==> config.mk <==
export PLATFORM = sky130hd
export DESIGN_NAME = jk_bank_seq
export DESIGN_NICKNAME = d
export VERILOG_FILES = /design/src/rtl/jk_bank_seq.sv
export SDC_FILE = /design/constraint.sdc
export NUM_CORES = 1
export LEC_CHECK = 0
export CORE_AREA = 2 2 64 66
export DETAILED_ROUTE_END_ITERATION = 8
export DIE_AREA = 0 0 66 68
export PLACE_DENSITY = 0.81
export SLEW_MARGIN = 40
export SYNTH_ARGS = -nofsm -noshare
export SYNTH_HDL_FRONTEND = slang
export SYNTH_SLANG_ARGS = --single-unit
==> constraint.sdc <==
create_clock -name clk -period 2.1 [get_ports clk]
set_clock_uncertainty 0.1 [all_clocks]
set_input_delay 0.42 -clock clk [delete_from_list [all_inputs] [get_ports clk]]
set_output_delay 0.42 -clock clk [all_outputs]
set_load 0.01 [all_outputs]
==> src/rtl/jk_bank_seq.sv <==
// Command sequencer for an external bank of JK flip-flops: decodes one operation at a time
// into per-bit J/K drive for a programmed number of cycles, reading the bank back on q_in.
module jk_bank_seq #(
  parameter int unsigned WIDTH = 8,
  parameter int unsigned LEN_W = 8
) (
  input  logic             clk,
  input  logic             n_rst,
  input  logic             cmd_valid,
  output logic             cmd_ready,
  input  logic [2:0]       cmd_op,
  input  logic [WIDTH-1:0] cmd_data,
  input  logic [LEN_W-1:0] cmd_len,
  input  logic [WIDTH-1:0] q_in,
  output logic [WIDTH-1:0] j_out,
  output logic [WIDTH-1:0] k_out,
  output logic             busy,
  output logic             done,
  output logic [LEN_W-1:0] steps_left
);

  typedef enum logic [1:0] {StIdle, StExec, StDone} state_e;

  typedef enum logic [2:0] {
    OpLoad   = 3'd0,
    OpClear  = 3'd1,
    OpSet    = 3'd2,
    OpToggle = 3'd3,
    OpCntUp  = 3'd4,
    OpCntDn  = 3'd5,
    OpShiftL = 3'd6,
    OpRsvd   = 3'd7
  } op_e;

  state_e           state_q, state_d;
  op_e              op_q, op_d;
  logic [WIDTH-1:0] data_q, data_d;
  logic [LEN_W-1:0] count_q, count_d;

  op_e              cmd_op_e;
  logic             cmd_multi;
  logic [LEN_W-1:0] eff_len;

  assign cmd_op_e  = op_e'(cmd_op);
  assign cmd_multi = (cmd_op_e == OpCntUp) || (cmd_op_e == OpCntDn) || (cmd_op_e == OpShiftL);
  assign eff_len   = (cmd_multi && (cmd_len != '0)) ? cmd_len : LEN_W'(1);

  always_comb begin
    state_d = state_q;
    op_d    = op_q;
    data_d  = data_q;
    count_d = count_q;
    unique case (state_q)
      StIdle: begin
        if (cmd_valid) begin
          op_d    = cmd_op_e;
          data_d  = cmd_data;
          count_d = eff_len;
          state_d = StExec;
        end
      end
      StExec: begin
        count_d = count_q - LEN_W'(1);
        if (count_q == LEN_W'(1)) begin
          state_d = StDone;
        end
      end
      StDone: begin
        state_d = StIdle;
      end
      default: begin
        state_d = StIdle;
      end
    endcase
  end

  always_ff @(posedge clk) begin
    if (!n_rst) begin
      state_q <= StIdle;
      op_q    <= OpLoad;
      data_q  <= '0;
      count_q <= '0;
    end else begin
      state_q <= state_d;
      op_q    <= op_d;
      data_q  <= data_d;
      count_q <= count_d;
    end
  end

  // Counter carries: bit i toggles when all lower bits are 1 (up) or all are 0 (down).
  logic [WIDTH-1:0] carry_up, carry_dn;
  logic [WIDTH-1:0] low_mask;

  always_comb begin
    carry_up = '0;
    carry_dn = '0;
    low_mask = '0;
    for (int i = 0; i < WIDTH; i++) begin
      low_mask    = (WIDTH'(1) << i) - WIDTH'(1);
      carry_up[i] = &(q_in | ~low_mask);
      carry_dn[i] = ~|(q_in & low_mask);
    end
  end

  // Drive is gated by n_rst so an abort freezes the bank on the cycle reset is asserted.
  always_comb begin
    j_out = '0;
    k_out = '0;
    if ((state_q == StExec) && n_rst) begin
      unique case (op_q)
        OpLoad: begin
          j_out = data_q;
          k_out = ~data_q;
        end
        OpClear: begin
          k_out = '1;
        end
        OpSet: begin
          j_out = '1;
        end
        OpToggle: begin
          j_out = data_q;
          k_out = data_q;
        end
        OpCntUp: begin
          j_out = carry_up;
          k_out = carry_up;
        end
        OpCntDn: begin
          j_out = carry_dn;
          k_out = carry_dn;
        end
        OpShiftL: begin
          j_out = {q_in[WIDTH-2:0], data_q[0]};
          k_out = ~{q_in[WIDTH-2:0], data_q[0]};
        end
        OpRsvd: begin
          j_out = '0;
          k_out = '0;
        end
        default: begin
          j_out = '0;
          k_out = '0;
        end
      endcase
    end
  end

  assign cmd_ready  = (state_q == StIdle);
  assign busy       = (state_q == StExec) || (state_q == StDone);
  assign done       = (state_q == StDone);
  assign steps_left = count_q;

endmodule

==> results.sh <==
export IMPL_run_status="finished with violations"
export IMPL_violations="setup timing"
export IMPL_seqCellArea_um2=429
export IMPL_cts_hold_buffers_added=0
export IMPL_area_growth_pct=71.0
export IMPL_worstSetupPathType="input pin to primary output"
export IMPL_period_share=1.14
export IMPL_portBuffers=55
export IMPL_final_nets=376
export IMPL_cts_max_level=1
export IMPL_ir_drop_mv=0.591
export IMPL_syn_area_um2=1650
export IMPL_drc=0
export IMPL_grt_pass1_wl_mm=9.99
export IMPL_max_cap_viol_count=0
export IMPL_cts_sinks=21
export IMPL_drt_pass1_iter_count=5
export IMPL_wirelength_mm=6.79
export IMPL_cts_buffers=3
export IMPL_dp_hpwl_mm=3.96
export IMPL_clk_pin_slew_ns=0.08
export IMPL_synth_edf_count=0
export IMPL_num_rows=23
export IMPL_grt_pass1_vias=2145
export IMPL_yosysWarningCount=0
export IMPL_die_area_um2=4490
export IMPL_start_kind="input pin"
export IMPL_leakagePower_nw=1.14
export IMPL_cp_end_kind="primary output"
export IMPL_crit_fanout=4
export IMPL_final_max_slew_viol_count=0
export IMPL_powerDensity_nw_per_um2=848
export IMPL_fp_dieW_um=66
export IMPL_ios=57
export IMPL_cpMaxStageDelayCell="or4_4"
export IMPL_rsz0062_at_grt="yes"
export IMPL_vias=2294
export IMPL_grt_max_degree=19
export IMPL_worstMarginPinSlew_ns=0.612
export IMPL_wl_per_cell_um=17.4
export IMPL_async_flop_share=0
export IMPL_synth_main_ff_cell="dfxtp_1"
export IMPL_via_per_inst=5.88
export IMPL_antenna_found_initial=0
export IMPL_total_power_mw=2.39
export IMPL_multi_input_area_um2=1310
export IMPL_worstHoldPathType="register to register"
export IMPL_postSynthAreaPerCell_um2=6.84
export IMPL_fin_crit_ns=2.40
export IMPL_whs_ns=0.398
export IMPL_grt_overflow_total=0
export IMPL_place_congestion=0.905
export IMPL_syn_inst=241
export IMPL_seq_area_frac_synth=0.255
export IMPL_drtIter0Drc=171
export IMPL_cp_arrival_ns=1.88
export IMPL_fin_ws_ns=-0.300
export IMPL_antenna_left=0
export IMPL_start_util=0.428
export IMPL_synthDistinctLibCells=47
export IMPL_track_usage=0.289
export IMPL_clock_latency_ns=0.27
export IMPL_core_area_um2=3860
export IMPL_drive_gt1_frac=0.329
export IMPL_cpPeakStageDelay_ns=0.55
export IMPL_antennaDiodeCount=0
export IMPL_cp_data_required_time_ns=1.58
export IMPL_setup_viol=15
export IMPL_final_hold_viol_count=0
export IMPL_cts_tree="yes"
export IMPL_fin_util=0.731
export IMPL_ys_ff_latch=21
export IMPL_cts_root_buf="clkbuf_8"
export IMPL_die_h_um=68
export IMPL_fmax_ghz=0.417
export IMPL_syn_num_nets=276
export IMPL_clockBufferDepth=2
export IMPL_cp_cell_sequence="clkdlybuf4s15_2 -> inv_2 -> or4_4 -> mux2i_2 -> buf_4 -> o21a_1 -> buf_2"
export IMPL_relSlewSlack=0.589
export IMPL_final_fill_count=277
## worst max-delay path, delay by kind of cell
kind	cells	cell delay, ns
and+or+nand+nor	1	0.55
buffers and inverters	4	0.59
AOI/OAI and AO/OA	1	0.11
muxes	1	0.20
## cell usage after synthesis, types with 7 or more instances
cell / number / area share
o22ai_1: 8 / 0.030
o21ai_1: 7 / 0.021
nand2_1: 38 / 0.086
a21oi_1: 37 / 0.11
clkbuf_1: 11 / 0.025
inv_1: 9 / 0.020
dfxtp_1: 21 / 0.25
nor2_1: 18 / 0.041
o21ai_0: 10 / 0.030
## where the power goes
group | switching (mW) | leakage, nW | total [mW] | internal (mW)
registers | 0.113 | 0.174 | 0.597 | 0.485
logic | 0.801 | 0.941 | 1.52 | 0.722
clock network | 0.137 | 0.0255 | 0.269 | 0.132
## path summary, 6_finish.rpt
kind | depth (start not counted) | slack (ns) | endpoint | from
setup / recovery | 7 | -0.30 | j_out[4] | q_in[2]
hold / removal | 2 | 0.40 | steps_left[6] | steps_left[6]
setup reg to reg | 7 | 0.33 | steps_left[1] | state_q[1]
hold reg to reg | 2 | 0.40 | steps_left[6] | steps_left[6]
## state kept, by name, summed over array words and instances (netlist names)
| register | cells |
|---|---|
| op_q | 3 |
| steps_left | 8 |
| data_q | 8 |
| state_q | 2 |
## layout by cell type, fill, tap and decap left out, drive strengths merged, types with 3 or more instances in the layout
cell,synthesis,layout
a21oi,37,37
nand2,38,38
buf,4,72
and3,3,3
nand2b,4,4
nand3,4,4
clkbuf,11,3
o21a,5,5
nor2,18,18
clkdlybuf4s50,0,33
mux2i,5,5
nor3,4,4
a211oi,4,4
and4,3,3
o22ai,8,8
ha,5,5
o21ai,17,17
dfxtp,21,21
and2,4,4
o31a,5,5
nor4,4,4
inv,11,11
## final cells by class
cell class,instances,share of cell area
multi-input combinational,193,0.465
timing repair buffer,110,0.328
sequential,21,0.152
tap,50,0.0222
inverter,12,0.0169
clock buffer,3,0.0146
clock inverter,1,0.00177
## cells by family after synthesis
logic type      synth area share
simple gates               0.275
mux                       0.0372
xor+xnor                  0.0106
buf+inv                   0.0630
flops                      0.255
fa+ha+maj                 0.0379
compound gates             0.321
## metrics by stage
stage	cells	TNS (ns)	area [um2]	worst slack, ns
after floorplan	241	0	1650	0.0746
final	390	-2.93	2820	-0.300
after detailed placement	367	-11.50	2470	-0.860
after CTS	387	-1.64	2700	-0.201
after global placement	367	-11.19	2470	-0.821
after global routing	390	-3.86	2820	-0.380
## metal layers
layer / wire length, um / share of wire / GRT usage
met1: 2660 / 0.39 / 0.344
met2: 3390 / 0.50 / 0.503
met3: 425 / 0.063 / 0.0411
met5: 0 / 0 / 0
met4: 310 / 0.046 / 0.161
## timing repair
item | CTS | global route
setup endpoints to repair | 18 | 17
pin swaps | 16 | 2
hold endpoints to repair | 0 | 0
gates resized for setup | 111 | 21
setup buffers | 17 | 3
Note: power is estimated with default switching activity, not from simulation.
